## config.mk

```make
export PLATFORM = sky130hd
export DESIGN_NAME = mem_stage_sram_ctrl_flat
export DESIGN_NICKNAME = d
export VERILOG_FILES = /design/src/rtl/mem_stage_sram_ctrl_if.sv /design/src/rtl/mem_stage_sram_ctrl.sv /design/src/flat_wrapper.sv
export SDC_FILE = /design/constraint.sdc
export NUM_CORES = 1
export LEC_CHECK = 0
export ABC_AREA = 1
export BUFFER_PORTS_ARGS = -buffer_cell sky130_fd_sc_hd__buf_4
export CORE_ASPECT_RATIO = 1.5
export CORE_MARGIN = 10
export CORE_UTILIZATION = 58
export CTS_BUF_LIST = sky130_fd_sc_hd__clkbuf_8
export DETAILED_ROUTE_END_ITERATION = 6
export GPL_ROUTABILITY_DRIVEN = 0
export PLACE_DENSITY = 0.95
export SLEW_MARGIN = 10
export SYNTH_ARGS = -nofsm -noshare
export SYNTH_HDL_FRONTEND = slang
export SYNTH_SLANG_ARGS = --single-unit
```

## constraint.sdc

```tcl
create_clock -name clk -period 3.1 [get_ports clk]
set_input_delay 0.155 -clock clk [delete_from_list [all_inputs] [get_ports clk]]
set_output_delay 0.155 -clock clk [all_outputs]
set_load 0.01 [all_outputs]
```

## src/rtl/mem_stage_sram_ctrl_if.sv

```systemverilog
// Bus bundle between the MEM pipeline stage, the data-memory controller
// and the external 16-bit SRAM. The controller uses the slave view; the
// pipeline/SRAM side (or a testbench) uses the master view.
`timescale 1ns/1ps
interface mem_stage_sram_ctrl_if;
  logic        MEM_R_EN;
  logic        MEM_W_EN;
  logic [31:0] address;
  logic [31:0] write_data;
  logic [31:0] read_data;
  logic        ready;
  logic [17:0] SRAM_ADDR;
  logic        SRAM_WE_N;
  logic [15:0] SRAM_DQ_OUT;
  logic        SRAM_DQ_OE;
  logic [15:0] SRAM_DQ_IN;

  modport slave (
    input  MEM_R_EN, MEM_W_EN, address, write_data, SRAM_DQ_IN,
    output read_data, ready, SRAM_ADDR, SRAM_WE_N, SRAM_DQ_OUT, SRAM_DQ_OE
  );

  modport master (
    output MEM_R_EN, MEM_W_EN, address, write_data, SRAM_DQ_IN,
    input  read_data, ready, SRAM_ADDR, SRAM_WE_N, SRAM_DQ_OUT, SRAM_DQ_OE
  );
endinterface

```

## src/rtl/mem_stage_sram_ctrl.sv

```systemverilog
// MEM-stage data-memory controller. Each 32-bit load/store is split into a
// low and a high 16-bit SRAM phase of SRAM_WAIT cycles each, followed by a
// single DONE cycle in which ready releases the pipeline freeze.
// SRAM-side outputs are registered from next-state values so they line up
// with the current state without a cycle of lag.
`timescale 1ns/1ps
module mem_stage_sram_ctrl #(
  parameter int unsigned MEM_BASE  = 1024,
  parameter int unsigned SRAM_WAIT = 3
) (
  input  logic                  clk,
  input  logic                  rst,
  mem_stage_sram_ctrl_if.slave  bus
);

  localparam int unsigned CW = (SRAM_WAIT > 1) ? $clog2(SRAM_WAIT) : 1;
  localparam logic [CW-1:0] CNT_LAST = CW'(SRAM_WAIT - 1);
  localparam logic [CW-1:0] CNT_ZERO = CW'(0);
  localparam logic [CW-1:0] CNT_ONE  = CW'(1);
  localparam logic [31:0]   BASE_W   = 32'(MEM_BASE);

  typedef enum logic [1:0] {
    IDLE = 2'd0,
    LOW  = 2'd1,
    HIGH = 2'd2,
    DONE = 2'd3
  } state_e;

  state_e        state_q, state_d;
  logic [CW-1:0] cnt_q, cnt_d;
  logic [16:0]   word_q, word_d;
  logic [31:0]   wdata_q, wdata_d;
  logic          wr_q, wr_d;
  logic [15:0]   rd_lo_q, rd_lo_d;
  logic [31:0]   read_data_q, read_data_d;
  logic [17:0]   sram_addr_q, sram_addr_d;
  logic          we_n_q, we_n_d;
  logic          oe_q, oe_d;
  logic [15:0]   dq_out_q, dq_out_d;
  logic          req_s;
  logic          last_s;
  logic          phase_s;

  // Byte address to SRAM word index; out-of-range addresses wrap in 17 bits.
  function automatic logic [16:0] addr_to_word(input logic [31:0] addr);
    return 17'((addr - BASE_W) >> 2);
  endfunction

  assign req_s  = bus.MEM_R_EN | bus.MEM_W_EN;
  assign last_s = (cnt_q == CNT_LAST);

  assign bus.ready       = (state_q == DONE) || ((state_q == IDLE) && !req_s);
  assign bus.read_data   = read_data_q;
  assign bus.SRAM_ADDR   = sram_addr_q;
  assign bus.SRAM_WE_N   = we_n_q;
  assign bus.SRAM_DQ_OE  = oe_q;
  assign bus.SRAM_DQ_OUT = dq_out_q;

  // Access sequencing: request latch, phase counter and read-data assembly.
  always_comb begin
    state_d     = state_q;
    cnt_d       = cnt_q;
    word_d      = word_q;
    wdata_d     = wdata_q;
    wr_d        = wr_q;
    rd_lo_d     = rd_lo_q;
    read_data_d = read_data_q;
    case (state_q)
      IDLE: begin
        if (req_s) begin
          state_d = LOW;
          cnt_d   = CNT_ZERO;
          word_d  = addr_to_word(bus.address);
          wdata_d = bus.write_data;
          wr_d    = bus.MEM_W_EN;   // write wins when both enables are set
        end else begin
          state_d = IDLE;
        end
      end
      LOW: begin
        if (last_s) begin
          state_d = HIGH;
          cnt_d   = CNT_ZERO;
          if (!wr_q) begin
            rd_lo_d = bus.SRAM_DQ_IN;
          end else begin
            rd_lo_d = rd_lo_q;
          end
        end else begin
          cnt_d = cnt_q + CNT_ONE;
        end
      end
      HIGH: begin
        if (last_s) begin
          state_d = DONE;
          cnt_d   = CNT_ZERO;
          if (!wr_q) begin
            read_data_d = {bus.SRAM_DQ_IN, rd_lo_q};
          end else begin
            read_data_d = read_data_q;
          end
        end else begin
          cnt_d = cnt_q + CNT_ONE;
        end
      end
      DONE: begin
        state_d = IDLE;
        cnt_d   = CNT_ZERO;
      end
      default: begin
        state_d = IDLE;
        cnt_d   = CNT_ZERO;
      end
    endcase
  end

  // SRAM pin values for the upcoming cycle; WE_N rises on each phase's last cycle for hold.
  always_comb begin
    sram_addr_d = sram_addr_q;
    we_n_d      = 1'b1;
    oe_d        = 1'b0;
    dq_out_d    = dq_out_q;
    phase_s     = (state_d == LOW) || (state_d == HIGH);
    if (phase_s) begin
      sram_addr_d = {word_d, (state_d == HIGH)};
      if (wr_d) begin
        oe_d     = 1'b1;
        we_n_d   = (cnt_d == CNT_LAST);
        dq_out_d = (state_d == HIGH) ? wdata_d[31:16] : wdata_d[15:0];
      end else begin
        oe_d   = 1'b0;
        we_n_d = 1'b1;
      end
    end else begin
      sram_addr_d = sram_addr_q;
    end
  end

  // State and output registers with synchronous reset (aborts any access).
  always_ff @(posedge clk) begin
    if (rst) begin
      state_q     <= IDLE;
      cnt_q       <= CNT_ZERO;
      word_q      <= 17'd0;
      wdata_q     <= 32'd0;
      wr_q        <= 1'b0;
      rd_lo_q     <= 16'd0;
      read_data_q <= 32'd0;
      sram_addr_q <= 18'd0;
      we_n_q      <= 1'b1;
      oe_q        <= 1'b0;
      dq_out_q    <= 16'd0;
    end else begin
      state_q     <= state_d;
      cnt_q       <= cnt_d;
      word_q      <= word_d;
      wdata_q     <= wdata_d;
      wr_q        <= wr_d;
      rd_lo_q     <= rd_lo_d;
      read_data_q <= read_data_d;
      sram_addr_q <= sram_addr_d;
      we_n_q      <= we_n_d;
      oe_q        <= oe_d;
      dq_out_q    <= dq_out_d;
    end
  end

endmodule

```

## src/flat_wrapper.sv

```systemverilog
// flat-port wrapper written by rule: the top's interface ports become plain ports
module mem_stage_sram_ctrl_flat 
#(
  parameter int unsigned MEM_BASE  = 1024,
  parameter int unsigned SRAM_WAIT = 3
)
  (clk, rst, bus_MEM_R_EN, bus_MEM_W_EN, bus_address, bus_write_data, bus_SRAM_DQ_IN, bus_read_data, bus_ready, bus_SRAM_ADDR, bus_SRAM_WE_N, bus_SRAM_DQ_OUT, bus_SRAM_DQ_OE);
  mem_stage_sram_ctrl_if bus_i ();
  input  logic clk;
  input  logic rst;
  input wire logic [$bits(bus_i.MEM_R_EN)-1:0] bus_MEM_R_EN;
  input wire logic [$bits(bus_i.MEM_W_EN)-1:0] bus_MEM_W_EN;
  input wire logic [$bits(bus_i.address)-1:0] bus_address;
  input wire logic [$bits(bus_i.write_data)-1:0] bus_write_data;
  input wire logic [$bits(bus_i.SRAM_DQ_IN)-1:0] bus_SRAM_DQ_IN;
  output wire logic [$bits(bus_i.read_data)-1:0] bus_read_data;
  output wire logic [$bits(bus_i.ready)-1:0] bus_ready;
  output wire logic [$bits(bus_i.SRAM_ADDR)-1:0] bus_SRAM_ADDR;
  output wire logic [$bits(bus_i.SRAM_WE_N)-1:0] bus_SRAM_WE_N;
  output wire logic [$bits(bus_i.SRAM_DQ_OUT)-1:0] bus_SRAM_DQ_OUT;
  output wire logic [$bits(bus_i.SRAM_DQ_OE)-1:0] bus_SRAM_DQ_OE;
  assign bus_i.MEM_R_EN = bus_MEM_R_EN;
  assign bus_i.MEM_W_EN = bus_MEM_W_EN;
  assign bus_i.address = bus_address;
  assign bus_i.write_data = bus_write_data;
  assign bus_i.SRAM_DQ_IN = bus_SRAM_DQ_IN;
  assign bus_read_data = bus_i.read_data;
  assign bus_ready = bus_i.ready;
  assign bus_SRAM_ADDR = bus_i.SRAM_ADDR;
  assign bus_SRAM_WE_N = bus_i.SRAM_WE_N;
  assign bus_SRAM_DQ_OUT = bus_i.SRAM_DQ_OUT;
  assign bus_SRAM_DQ_OE = bus_i.SRAM_DQ_OE;
  mem_stage_sram_ctrl #(.MEM_BASE(MEM_BASE), .SRAM_WAIT(SRAM_WAIT)) u_core (.clk(clk), .rst(rst), .bus(bus_i));
endmodule
```

==> qor.yml <==
wl_mm: 14.06
synth.distinct_cells: 26
timing.rr.end: "u_core.bus.SRAM_DQ_OUT[8]"
vdd_drop_max_mv: 0.4097
critical_path_class: "flip-flop to flip-flop"
ff_latch_area_mm2: 0.002763
min_path_type: "primary input to flip-flop"
hp-start: "bus_address[5]"
crit_arrival_ns: 2.81
slew-limit-headroom: 0.4836
fin_util: 0.7543
hold_depth: 5
port_buffers: 137
fin_setup_tns_ns: 0
worst-path-buf-inv: 3
cp_top_family: "compound AO/OA/AOI/OAI gates"
ys_warn_count: 0
cts_sinks: 138
crit_path_top_delay_cell: "clkinv_1"
syn_area_mm2: 0.005672
tightestPinTransition_ns: 0.7745
drive_above_1_share: 0.1953
cpPeakStageDelay_ns: 0.48
postSynthAreaPerCell_um2: 7.216
viasPerCell: 5.072
die_h_um: 141.1
diodes: 0
firstDrtPassIters: 5
drcViolationCount: 0
fin_nets: 1010
reg2regPathDepth: 11
holdWs_ns: 0.03997
multi_input_area_mm2: 0.002330
grt_max_degree: 112
cts.clk_slew.worst_paths_ns: 0.08
critical_path.cell_chain: "inv_1, ha_1, a21oi_1, a21oi_1, o21ai_0, ha_1, clkinv_1, o211ai_1, nand3_1, nand2_1, inv_1"
hold_viol_final: 0
drv_cap: 0
post_cts_buffers: 0
detail-route-antenna-nets: 0
grt_pass1_wl_mm: 22.79
overflow: 0
start_util: 0.5887
hold_buffers: 16
cts_tree: "yes"
period_minus_slack_ns: 2.479
required_ns: 3.43
holdPathEnd: "u_core.word_q[3]"
regToRegSetupSlack_ns: 0.62
finalSetupViolCount: 0
fmax_ghz: 0.4035
synthToLayoutAreaGrowth_pct: 28.13
grt_pass1_vias: 4978
num_vias: 5310
nFillCells: 690
worstSetupStartpointType: "flip-flop"
dp_hpwl_mm: 9.723
fin_skew_ns: 0.008162
cts_made_buffers: 17
h-tree-depth: 4
fp-row-count: 44
r2r_start: "u_core.state_q[1]"
insertion_delay_ns: 0.43
slew_viol_final: 0
drt_iter0_drc: 168
finalCritPeriodShare: 0.7996
core-area_mm2: 0.009634
ctsResizeCount: 0
seq_area_frac_synth: 0.4871
crit_fanout: 17
rsz0062_at_grt: "no"
powerDensity_mw_per_mm2: 563.9
status: "finished, final reports clean"
die_area_mm2: 0.01422
antenna_found_initial: 0
cp-end-kind: "flip-flop"
grt_usage: 0.1954
syn_inst: 786
ys_ff_latch: 138
post_drt_wl_per_cell_um: 13.43
leakage_nw: 3.591
clockBufferDepth: 2
root_buffer: "clkbuf_8"
num_io_pins: 153
die_w_um: 100.7
syn-num-nets: 877
worst register-to-register path, delay by kind of cell (launching register included):
kind / cells / cell delay [ns]
AO/OA/AOI/OAI: 4 / 0.71
buffers and inverters: 3 / 0.62
adder cells (fa/ha/maj): 2 / 0.46
flip-flops: 1 / 0.39
AND/OR/NAND/NOR: 2 / 0.21
cells in the final DEF (no fill, tap or decap), drive strengths merged, types with 5 or more instances in the layout:
master and count:
a21oi 12, buf 143, clkbuf 21, clkinv 5, dfxtp 138, dlygate4sd3 16, ha 7, inv 100
nand2 112, nand3 32, nor2 197, o211ai 40, o21ai 97
final cells by class:
| class | instances | area share |
|---|---|---|
| sequential | 138 | 0.3802 |
| multi-input combinational | 505 | 0.3206 |
| timing repair buffer | 159 | 0.1715 |
| inverter | 98 | 0.05062 |
| clock buffer | 21 | 0.03977 |
| tap | 115 | 0.01980 |
| clock inverter | 11 | 0.01756 |
synthesized netlist by cell type:
master / count / area (um^2)
nor2_1: 197 / 739.5
dfxtp_1: 138 / 2763
nand2_1: 111 / 416.7
o21ai_0: 92 / 460.4
inv_1: 91 / 341.6
o211ai_1: 40 / 300.3
nand3_1: 30 / 150.1
clkbuf_1: 22 / 82.58
buf_2: 14 / 70.07
a21oi_1: 12 / 60.06
ha_1: 7 / 87.58
buf_4: 6 / 45.04
inv_2: 5 / 18.77
o21ai_1: 4 / 20.02
buf_1: 2 / 7.510
clkinv_1: 2 / 7.510
nand3_2: 2 / 20.02
o21a_1: 2 / 15.01
or2_2: 2 / 12.51
a21o_1: 1 / 7.510
and2_1: 1 / 6.260
buf_6: 1 / 11.26
nand2_2: 1 / 6.260
nand3b_1: 1 / 7.510
o21ai_2: 1 / 8.760
o22ai_1: 1 / 6.260
sequential cells by signal, indices dropped and copies added, names as in the netlist:
name and count:
u_core.word_q 17, u_core.wr_q 1, u_core.bus.SRAM_DQ_OE 1, u_core.bus.SRAM_WE_N 1, u_core.state_q 2, u_core.bus.SRAM_DQ_OUT 16, u_core.bus.read_data 32, u_core.wdata_q 32
u_core.bus.SRAM_ADDR 18, u_core.cnt_q 2, u_core.rd_lo_q 16
per-stage QoR:
| step | power [W] | area (um^2) | setup WS [ns] | cells |
|---|---|---|---|---|
| floorplan | 0.002370 | 5672 | 1.031 | 786 |
| global placement | 0.002583 | 6690 | 0.6833 | 999 |
| detailed placement | 0.002606 | 6690 | 0.6428 | 999 |
| CTS | 0.004122 | 7267 | 0.6328 | 1047 |
| global route | 0.004292 | 7267 | 0.3801 | 1047 |
| finish | 0.004098 | 7267 | 0.6214 | 1047 |
metal layers:
metal | track usage | vias up | wire, um
met5 | 0 | - | 0
met3 | 0.07681 | 23 | 1135
met4 | 0.08806 | 0 | 307
met2 | 0.3406 | 168 | 7292
met1 | 0.1973 | 2370 | 5320
li1 | - | 2749 | -
power breakdown:
group / switching, W / leakage (nW) / internal, W
Combinational: 0.000358 / 2.23 / 0.000277
Sequential: 0.0000578 / 1.13 / 0.00189
Clock: 0.000644 / 0.227 / 0.000867
kinds of logic (layout without fill, tap and decap cells):
kind of cell / Yosys count / in the layout / share of synthesized area
buffers and inverters: 143 / 289 / 0.1030
adder cells (fa/ha/maj): 7 / 7 / 0.01544
AND/OR/NAND/NOR: 345 / 345 / 0.2396
AO/OA/AOI/OAI: 153 / 153 / 0.1549
flip-flops: 138 / 138 / 0.4871
worst max path at each step:
stage,endpoint,from,cells after the start
final,u_core.bus.SRAM_DQ_OUT[8],u_core.state_q[1],11
after global routing,u_core.bus.SRAM_DQ_OUT[0],u_core.state_q[1],11
after CTS,u_core.bus.SRAM_DQ_OUT[8],u_core.state_q[1],11
after detailed placement,u_core.bus.SRAM_DQ_OUT[8],u_core.state_q[1],11
after global placement,u_core.bus.SRAM_DQ_OUT[8],u_core.state_q[1],11
after floorplan,u_core.bus.SRAM_DQ_OUT[10],u_core.state_q[1],13
No activity file was read; power rests on OpenSTA's default activity.
